<file path="config.mk">
export PLATFORM = sky130hd
export DESIGN_NAME = serial_sub4
export DESIGN_NICKNAME = d
export VERILOG_FILES = /design/src/rtl/sub_pkg.sv /design/src/rtl/fs1bit.sv /design/src/rtl/serial_sub4.sv
export SDC_FILE = /design/constraint.sdc
export NUM_CORES = 1
export LEC_CHECK = 0
export ABC_AREA = 1
export CORE_MARGIN = 8
export CORE_UTILIZATION = 49
export DETAILED_ROUTE_END_ITERATION = 10
export GPL_TIMING_DRIVEN = 0
export PLACE_DENSITY = 0.86
export SYNTH_ARGS = -nofsm -noshare
export SYNTH_HDL_FRONTEND = slang
export SYNTH_HIERARCHICAL = 1
export SYNTH_SLANG_ARGS = --single-unit
</file>
<file path="constraint.sdc">
create_clock -name clk -period 2.2 [get_ports clk]
set_clock_uncertainty 0.1 [all_clocks]
set_input_delay 0.44 -clock clk [delete_from_list [all_inputs] [get_ports clk]]
set_output_delay 0.44 -clock clk [all_outputs]
set_load 0.05 [all_outputs]
</file>
<file path="src/rtl/sub_pkg.sv">
// Shared constants and FSM state type for the bit-serial subtractor.
package sub_pkg;
  localparam int WIDTH = 4;
  localparam int CNT_W = 2;

  typedef enum logic [1:0] {
    IDLE  = 2'd0,
    SHIFT = 2'd1,
    DONE  = 2'd2
  } state_e;
endpackage

</file>
<file path="src/rtl/fs1bit.sv">
// One-bit full subtractor: d = a - b - bin, bout = borrow out.
module fs1bit (
  input  logic a,
  input  logic b,
  input  logic bin,
  output logic d,
  output logic bout
);
  assign d    = a ^ b ^ bin;
  assign bout = (~a & b) | (~(a ^ b) & bin);
endmodule

</file>
<file path="src/rtl/serial_sub4.sv">
// Bit-serial LSB-first 4-bit subtractor with valid/ready handshakes.
// Optional borrow-out port enabled by defining SUB_BORROW_OUT_EN.
module serial_sub4
  import sub_pkg::*;
(
  input  logic clk,
  input  logic rst,
  input  logic a__0,
  input  logic a__1,
  input  logic a__2,
  input  logic a__3,
  input  logic b__0,
  input  logic b__1,
  input  logic b__2,
  input  logic b__3,
  input  logic in_valid,
  output logic in_ready,
  output logic d__0,
  output logic d__1,
  output logic d__2,
  output logic d__3,
  output logic out_valid,
`ifdef SUB_BORROW_OUT_EN
  output logic bout,
`endif
  input  logic out_ready
);

  state_e             state_q;
  logic [CNT_W-1:0]   cnt_q;
  logic               br_q;
  logic [WIDTH-1:0]   a_q, b_q, d_q;
  logic               out_valid_q;
  logic               fs_d, fs_bout;
  logic [WIDTH-1:0]   a_w, b_w;

  assign a_w = {a__3, a__2, a__1, a__0};
  assign b_w = {b__3, b__2, b__1, b__0};

  fs1bit u_fs (
    .a    (a_q[cnt_q]),
    .b    (b_q[cnt_q]),
    .bin  (br_q),
    .d    (fs_d),
    .bout (fs_bout)
  );

`ifdef SUB_BORROW_OUT_EN
  logic bout_q;
  assign bout = bout_q;

  // Final borrow captured on the same edge that enters DONE.
  always_ff @(posedge clk or posedge rst) begin
    if (rst) begin
      bout_q <= 1'b0;
    end else if (state_q == SHIFT && cnt_q == CNT_W'(WIDTH-1)) begin
      bout_q <= fs_bout;
    end
  end
`endif

  always_ff @(posedge clk or posedge rst) begin
    if (rst) begin
      state_q     <= IDLE;
      cnt_q       <= '0;
      br_q        <= 1'b0;
      a_q         <= '0;
      b_q         <= '0;
      d_q         <= '0;
      out_valid_q <= 1'b0;
    end else begin
      case (state_q)
        IDLE: begin
          if (in_valid) begin
            a_q     <= a_w;
            b_q     <= b_w;
            br_q    <= 1'b0;
            cnt_q   <= '0;
            state_q <= SHIFT;
          end
        end
        SHIFT: begin
          d_q[cnt_q] <= fs_d;
          br_q       <= fs_bout;
          cnt_q      <= cnt_q + CNT_W'(1);
          if (cnt_q == CNT_W'(WIDTH-1)) begin
            state_q     <= DONE;
            out_valid_q <= 1'b1;
          end
        end
        DONE: begin
          if (out_ready) begin
            state_q     <= IDLE;
            out_valid_q <= 1'b0;
          end
        end
        default: state_q <= IDLE;
      endcase
    end
  end

  assign in_ready  = (state_q == IDLE);
  assign out_valid = out_valid_q;
  assign d__0 = d_q[0];
  assign d__1 = d_q[1];
  assign d__2 = d_q[2];
  assign d__3 = d_q[3];

endmodule
</file>
# [Word level (Yosys, flattened, before mapping)]
# Index checks and enable logic that the tools add are counted.
[word_totals] reg_bits=18 inputBits=12 output_inout_bits=6 word_cells=49
[op_classes] addsub=1 n_lt_le_gt_ge=2 eq_ne=6 muxes=18 bitwise_logic=7 reduce_logical=8
[ops] operator="$mux W2" n=4
[ops] operator="$mux W1" n=6
[ops] operator="$ne A2 B2 Y1 const B" n=3
[ops] operator="$pmux W2 S3" n=1
[ops] operator="$reduce_and A3 Y1" n=2
[ops] operator="$bmux W1 S2" n=2
[ops] operator="$bwmux W4" n=1
[ops] operator="$eq A2 B2 Y1 const B" n=2
[ops] operator="$pmux W1 S2" n=2
[ops] operator="$pmux W2 S2" n=1
[ops] operator="$reduce_and A2 Y1" n=2
[ops] operator="$reduce_bool A2 Y1" n=2
[ops] operator="$lt A2 B3 Y1 const B" n=1
[ops] operator="$add A2 B1 Y2 const B" n=1
[ops] operator="$and A1 B1 Y1" n=2
[ops] operator="$demux W1 S2" n=1
[ops] operator="$eq A2 B1 Y1 const B" n=1
[ops] operator="$ge A2 B1 Y1 const B" n=1
[ops] operator="$logic_not A2 Y1" n=1
[ops] operator="$not A1 Y1" n=2
[ops] operator="$xor A1 B1 Y1" n=2
[ops] operator="$logic_and A1 B1 Y1" n=1
[ops] operator="$or A1 B1 Y1" n=1

# [Logic depth before layout (Yosys ltp)]
# Gate-level depths: netlist (run 1).
[logic_depth] word_depth=7 ltp_mapped=9 depth_no_buf=9

# [Cells and area by module]
# Netlist (run 1), hierarchy kept.
[by_module_without_submodules] mod="serial_sub4" instances=1 cells_per_inst=111 area_each_um2=890.9
[by_module_without_submodules] mod="fs1bit" instances=1 cells_per_inst=4 area_each_um2=31.3

# [Worst setup path before layout (run 1)]
# No wires, ideal clock.
[synth_path] path_type="flip-flop to flip-flop" start="reg cnt_q[0]" end="reg d_q[0]" setup_time_ps=66 t_arrival_ps=1502 required_ps=2034 slack_ps=533 path_stages_with_launch=8 synth_period_minus_slack_ps=1667 cell_sequence="dfrtp_1 -> inv_1 -> nand2_1 -> nand3_1 -> nand2_1 -> fa_1 -> nand3_1 -> nand2_1"
[synth_between] elab_chain_cells=5 elab_cells_between_ends=12 classes_between="2 x order compare; 7 x mux; 2 x bitwise; 1 x reduce/logical"
[synth_lines] item="from (decl)" line_no="serial_sub4.sv:30" text="logic [CNT_W-1:0] cnt_q;"
[synth_lines] item="from (signal assigned)" line_no="serial_sub4.sv:85" text="cnt_q <= cnt_q + CNT_W'(1);"
[synth_lines] item="$bmux W1 S2, on equally long branches" line_no="serial_sub4.sv:41, serial_sub4.sv:42"
[synth_lines] item="$mux W1, on equally long branches" line_no="serial_sub4.sv:41, serial_sub4.sv:42"
[synth_lines] item="$xor A1 B1 Y1 (*) (2 in series)" line_no="fs1bit.sv:9" text="assign d = a ^ b ^ bin;"
[synth_lines] item="named net fs_d" line_no="serial_sub4.sv:34" text="logic fs_d, fs_bout;"
[synth_lines] item="$bwmux W4 (*)" line_no="serial_sub4.sv:83" text="d_q[cnt_q] <= fs_d;"
[synth_lines] item="to (signal, indexed assignment)" line_no="serial_sub4.sv:83"
[synth_lines] item="to (decl)" line_no="serial_sub4.sv:32" text="logic [WIDTH-1:0] a_q, b_q, d_q;"
# The timed path passes the listed nets; every way through them passes the cells marked *. The select of a mux whose other input is x is not followed.
# A chain may end at the register's enable or synchronous reset.

# [Worst setup path after layout (run 1)]
[layout_path] start="reg d_q[2]" end="out d__2"
[layout_lines] item="to (decl)" line_no="serial_sub4.sv:20" text="output logic d__2,"
# No word-level cell between the ends.

==> results.md, run 1 <==
- Status: completed
- Clock slew at reported path FFs: 100 ps
- Max_cap viols: 0
- Layout Area Growth over Synthesis: 24.2%
- Clk sinks: 18
- Slew @ Worst Pin: 671 ps
- Final min period: 2010 ps
- GPL Wtd Cong: 0.825
- Final instance area: 1140 um^2
- Comb pwr share: 55.3%
- Reg-to-Reg Start: cnt_q[0]
- Syn Std Cell Area: 922 um^2
- Share of layout cells above drive strength 1: 8.89%
- H-Tree Depth: 1
- Nets: 153
- PortBufs: 16
- Met3 wire len: 114 um
- Die ar.: 3530 um^2
- Mapped Nets: 132
- GRT Resource Usage Total: 11.6%
- Final Hold Viols: 0
- Post-DP HPWL: 1.36 mm
- Largest net degree at the start of global routing: 19
- Drt pass-1 iters: 4
- Crit Path Category: reg -> out
- Setup Slack @ Placement: 52.0 ps
- Initial core utilization: 52.8%
- Net switching power: 0.000866 W
- Area of the core: 1750 um^2
- FF+latch count, synth: 18
- Hold Crit Start: a_q[2]
- Hold buffers post-CTS: 0
- Reg power frac: 33.2%
- Final WS setup: 185 ps
- Slowest-stage cell, CP: clkdlybuf4s50_1
- Buffer and inverter count on the worst path: 1
- Syn Inst Count: 115
- Static Leak: 0.616 nW
- Critical path's top delay family: buffers and inverters
- CP Data Arrival Time: 1470 ps
- Worst path cell trace: clkdlybuf4s50_1
- Row count: 15
- Via count: 778
- Startpoint Class: register
- Setup tns final: 0 ps
- Met2 routed wirelength: 875 um
- Slew Viols, Final: 0
- Slowest stage delay, CP: 810 ps
- Chip Width: 59.4 um
- Post-CTS Setup Inserts: 0
- Antenna cells: 0
- Avg WL per Cell: 11.5 um
- Crit path launch: d_q[2]
- Skew-Pair Late Insertion Delay: 300 ps
- Max FO, Critical Path: 2
- Root buf cell: clkbuf_4
- Relative slew slack: 55.2%
- P per Cell Area: 1580 nW/um^2
- Switching part of the total: 47.9%
- CTS Buffer Depth: 2
- Setup violators final: 0
- Uppermost layer routed: met4
- 1st-iter DRT viols: 13
- Post-route antenna net violation count: 0
- Die Span Y: 59.4 um
- WP data required: 1660 ps
- First-pass GRT wire length: 3.13 mm
- Final period util: 91.6%
- Int Power: 0.000941 W
- Peak ir drop on the vdd network: 0.891 mV
- Clock share of power: 11.5%
- Synth Warn #: 6
- Hold Path Class: reg -> reg
- CTS tree: yes
- Fin Hold WS: 380 ps
- Syn Area/Cell: 8.02 um^2
- Via density: 4.86
- Top Ports: 18
- RSZ-0062 raised after global routing: false
- Endpoint type of the worst setup path: primary output
- Total gr overflow: 0
- Post-placement cell area: 1110 um^2
- DRT Wirelength: 1.84 mm
- Count of different cell masters after synthesis: 13
- Fmax: 0.496 GHz
- Drt drc: 0
- Cts bufs inserted: 3
- Vias in the first global route: 759
- Wl on met1: 792 um
- Seq/Total Area, Yosys: 48.8%
- Initial antenna violation count: 0
- Overall power: 0.00181 W
state kept, by name, indices dropped and copies added (netlist names):
name       count
a_q            4
b_q            4
d_q            4
cnt_q          2
state_q        2
br_q           1
out_valid      1
cells in the mapped netlist:
master	n	area share [%]
ha_1	4	5.4
buf_2	1	0.54
dfrtp_1	18	49
o21ai_1	3	1.6
inv_1	14	5.7
nand2_1	47	19
fa_1	1	2.2
nand3_1	21	11
nand2_4	1	1.2
nor2_4	1	1.2
buf_6	1	1.2
inv_2	2	0.81
nor2_2	1	0.68
logic make-up (layout without fill, tap and decap cells):
logic type	count (synthesis)	count (layout)	synth area share, %
compound gates	3	3	1.63
fa+ha+maj	5	5	7.60
buf+inv	18	38	8.28
flops	18	18	48.8
simple gates	71	71	33.7
routing by layer:
layer	vias to the layer above	track usage, %
met2	24	19.0
met1	354	12.4
met4	0	8.87
li1	393	-
met5	-	0
met3	7	3.04
placed cells by master, fill, tap and decap left out:
master	count
buf_2	1
nand2_4	1
clkbuf_4	3
fa_1	1
clkbuf_2	1
inv_1	14
nor2_2	1
inv_2	2
ha_1	4
nor2_4	1
nand3_1	21
clkbuf_8	1
buf_6	1
dfrtp_1	18
nand2_1	47
clkdlybuf4s50_1	15
o21ai_1	3
stage by stage:
step,util (%),std cells
3_5_place_dp,63.8,156
2_1_floorplan,-,115
6_report,65.6,160
3_3_place_gp,63.8,156
5_1_grt,65.6,160
4_1_cts,65.9,160
final cells by class:
class	instances	area [um^2]
Fill cell	155	601
Inverter	16	60.1
Tap cell	25	31.3
Buffer	2	16.3
Clock buffer	4	36.3
Multi-Input combinational cell	79	395
Timing Repair Buffer	16	155
Sequential cell	18	450
timing repair:
action / in CTS / in global routing
gates cloned: 0 / 0
endpoints found under the setup margin: 1 / 1
hold endpoints to repair: 0 / 0
gates resized for setup: 2 / 1
worst register-to-register path, delay by kind of cell (launching register included):
kind / cells / cell delay, ps
adder cells (fa/ha/maj): 1 / 580
buffers and inverters: 2 / 240
flip-flops: 1 / 500
AND/OR/NAND/NOR: 5 / 430
power by group through the flow:
stage / logic [W] / registers [W] / clock network (W)
final: 0.000999 / 0.000599 / 0.000208
after detailed placement: 0.00101 / 0.000603 / 0
after global placement: 0.000976 / 0.000599 / 0
after global routing: 0.00112 / 0.000618 / 0.000229
after floorplan: 0.000618 / 0.000726 / 0
after CTS: 0.00101 / 0.000598 / 0.000212
worst paths after layout:
kind                            cells after the start   endpoint  slack [ps]
worst min register to register                      2     a_q[2]         380
worst min-delay path                                2     a_q[2]         380
worst max register to register                      8     d_q[2]         280
worst max-delay path                                1       d__2         190
min in group asynchronous                           2  out_valid         430
max in group asynchronous                           2     a_q[1]        1140
No activity file was read; power rests on OpenSTA's default activity.
==> run 2: changes to the inputs <==
--- a/config.mk
+++ b/config.mk
@@ -9,7 +9,6 @@
 export CORE_MARGIN = 8
 export CORE_UTILIZATION = 49
 export DETAILED_ROUTE_END_ITERATION = 10
-export GPL_TIMING_DRIVEN = 0
 export PLACE_DENSITY = 0.86
 export SYNTH_ARGS = -nofsm -noshare
 export SYNTH_HDL_FRONTEND = slang
==> run 2 against run 1 <==
Against the previous run:
- maximum frequency decreased by 0.24%
- utilization decreased by 0.29 points
- count of clock-buffer cells in the layout decreased by 1
- sequential share of layout area increased by 0.17 points
- global-route usage increased by 1.1 points
- critical endpoint is now d__0
- largest cell class unchanged
==> results.md, run 2 (same netlist as run 1, synthesis figures left out) <==
- Largest net degree at the start of global routing: 19 (unchanged)
- Final Hold Viols: 0 (unchanged)
- Worst path cell trace: clkdlybuf4s50_1
- Setup tns final: 0 ps (unchanged)
- Post-CTS Setup Inserts: 0 (unchanged)
- Setup violators final: 0 (unchanged)
- Fmax: 0.495 GHz (-0.24%)
- FF-to-FF End: d_q[3]
- Slowest stage delay, CP: 810 ps (about the same)
- Slowest-stage cell, CP: clkdlybuf4s50_1
- 1st-iter DRT viols: 17 (+4)
- Post-route antenna net violation count: 0 (unchanged)
- Slew @ Worst Pin: 676 ps (+5.42 ps)
- Endpoint type of the worst setup path: primary output
- DRT Wirelength: 2.01 mm (+9.1%)
- Post-DP HPWL: 1.50 mm (+9.7%)
- CTS Buffer Depth: 2 (unchanged)
- Hold Crit Start: out_valid
- Critical path's top delay family: buffers and inverters
- Total gr overflow: 0 (unchanged)
- Hold EP: out_valid
- Clk sinks: 18 (unchanged)
- Max FO, Critical Path: 2 (unchanged)
- Root buf cell: clkbuf_4
- Post_cts resized: 0 (-2)
- Layout Area Growth over Synthesis: 23.6%
- Crit path launch: d_q[0]
- Hold Path Class: reg -> reg
- WHS Path Cells: 2 (unchanged)
- Fillers: 154 (-0.65%)
- Biggest regs: a_q x4, b_q x4, d_q x4
- R2R depth: 7 (-1)
- Final min period: 2020 ps (+4.79 ps)
- Antenna cells: 0 (unchanged)
- Startpoint Class: register
- CP Data Arrival Time: 1480 ps (about the same)
- Most frequent cells in the layout: nand2_1, nand3_1, dfrtp_1
- Share of layout cells above drive strength 1: 6.77% (-2.1 points)
- Slew Viols, Final: 0 (unchanged)
- RSZ-0062 raised after global routing: false
- Die Span Y: 59.4 um (unchanged)
- Placed insts: 155 (-0.64%)
- R2R Setup Slk: 340 ps (+60 ps)
- Relative slew slack: 54.9% (-0.36 points)
- PortBufs: 17 (+1)
- Status: completed
- Skew-Pair Late Insertion Delay: 290 ps (about the same)
- Initial core utilization: 52.8% (unchanged)
- First-pass GRT wire length: 3.44 mm (+9.7%)
- GRT Resource Usage Total: 12.7% (+1.1 points)
- H-Tree Depth: 1 (unchanged)
- Vias in the first global route: 847 (+12%)
- Drt drc: 0 (unchanged)
- Die ar.: 3530 um^2 (unchanged)
- Max_cap viols: 0 (unchanged)
- Final period util: 91.8% (+0.22 points)
- Row count: 15 (unchanged)
- Initial antenna violation count: 0 (unchanged)
- P per Cell Area: 1590 nW/um^2 (+0.87%)
- CTS tree: yes
- Avg WL per Cell: 12.7 um (+10%)
- Buffer and inverter count on the worst path: 1 (unchanged)
- Reg-to-Reg Start: cnt_q[0]
- Chip Width: 59.4 um (unchanged)
- Nets: 152 (-0.65%)
- Static Leak: 0.608 nW (-1.4%)
- Area of the core: 1750 um^2 (unchanged)
- Drt pass-1 iters: 4 (unchanged)
- Cts bufs inserted: 3 (unchanged)
- Crit Path Category: reg -> out
- Clock slew at reported path FFs: 100 ps (about the same)
- WP data required: 1660 ps (about the same)
- Via density: 5.16 (+6.1%)
- Most common cell after layout, fill and taps aside: nand2_1
- GPL Wtd Cong: 0.877 (+6.3%)
- Fin cells: 158 (-1.3%)
- Peak ir drop on the vdd network: 0.979 mV (+9.9%)
- Via count: 815 (+4.8%)
- Hold buffers post-CTS: 0 (unchanged)
- Top Ports: 18 (unchanged)
[run 2: cell types whose count changed in the layout (fill, tap and decap cells not counted)]
cell / before / now
clkbuf_2: 1 / 0
clkbuf_8: 1 / 0
buf_2: 1 / 0
buf_6: 1 / 0
clkdlybuf4s50_1: 15 / 16
buf_12: 0 / 1
[run 2: worst max-delay path by stage]
stage | to | cells past startpoint | slack, ps
5_1_grt | d__1 | 1 | 140
2_1_floorplan | d_q[0] | 7 | 530
6_report | d__0 | 1 | 180
3_3_place_gp | d_q[3] | 7 | 470
3_5_place_dp | d_q[0] | 7 | 370
4_1_cts | d__0 | 1 | 170
[run 2: cell type report]
type	instances	area [um^2]	share of cell area [%]
clock buffer	3	22.5	1.98
inverter	16	60.1	5.27
multi-input combinational	79	395	34.7
sequential	18	450	39.5
tap	25	31.3	2.74
timing repair buffer	17	180	15.8
[run 2: routing by layer]
| metal | vias up | wire, um | track usage, % |
|---|---|---|---|
| li1 | 392 | - | - |
| met1 | 391 | 843 | 12.6 |
| met2 | 25 | 987 | 23.3 |
| met3 | 7 | 131 | 3.69 |
| met4 | 0 | 47 | 6.48 |
| met5 | - | 0 | 0 |
[run 2: metrics by stage]
stage / area [um^2] / setup slack (ps) / util [%] / total power (W) / hold slack [ps]
finish: 1140 / 180 / 65.3 / 0.00181 / 379
global route: 1140 / 139 / 65.3 / 0.00196 / 419
CTS: 1140 / 170 / 65.3 / 0.00181 / 381
floorplan: 922 / 533 / - / 0.00134 / 279
global placement: 1120 / 465 / 64.0 / 0.00158 / 356
detailed placement: 1120 / 373 / 64.0 / 0.00164 / 358
[run 2: where the power goes]
part | switching [W] | internal [W] | leakage [nW]
registers | 0.000134 | 0.000486 | 0.222
logic | 0.000659 | 0.000371 | 0.372
clock network | 0.000101 | 0.0000638 | 0.0138
total | 0.000894 | 0.000921 | 0.608
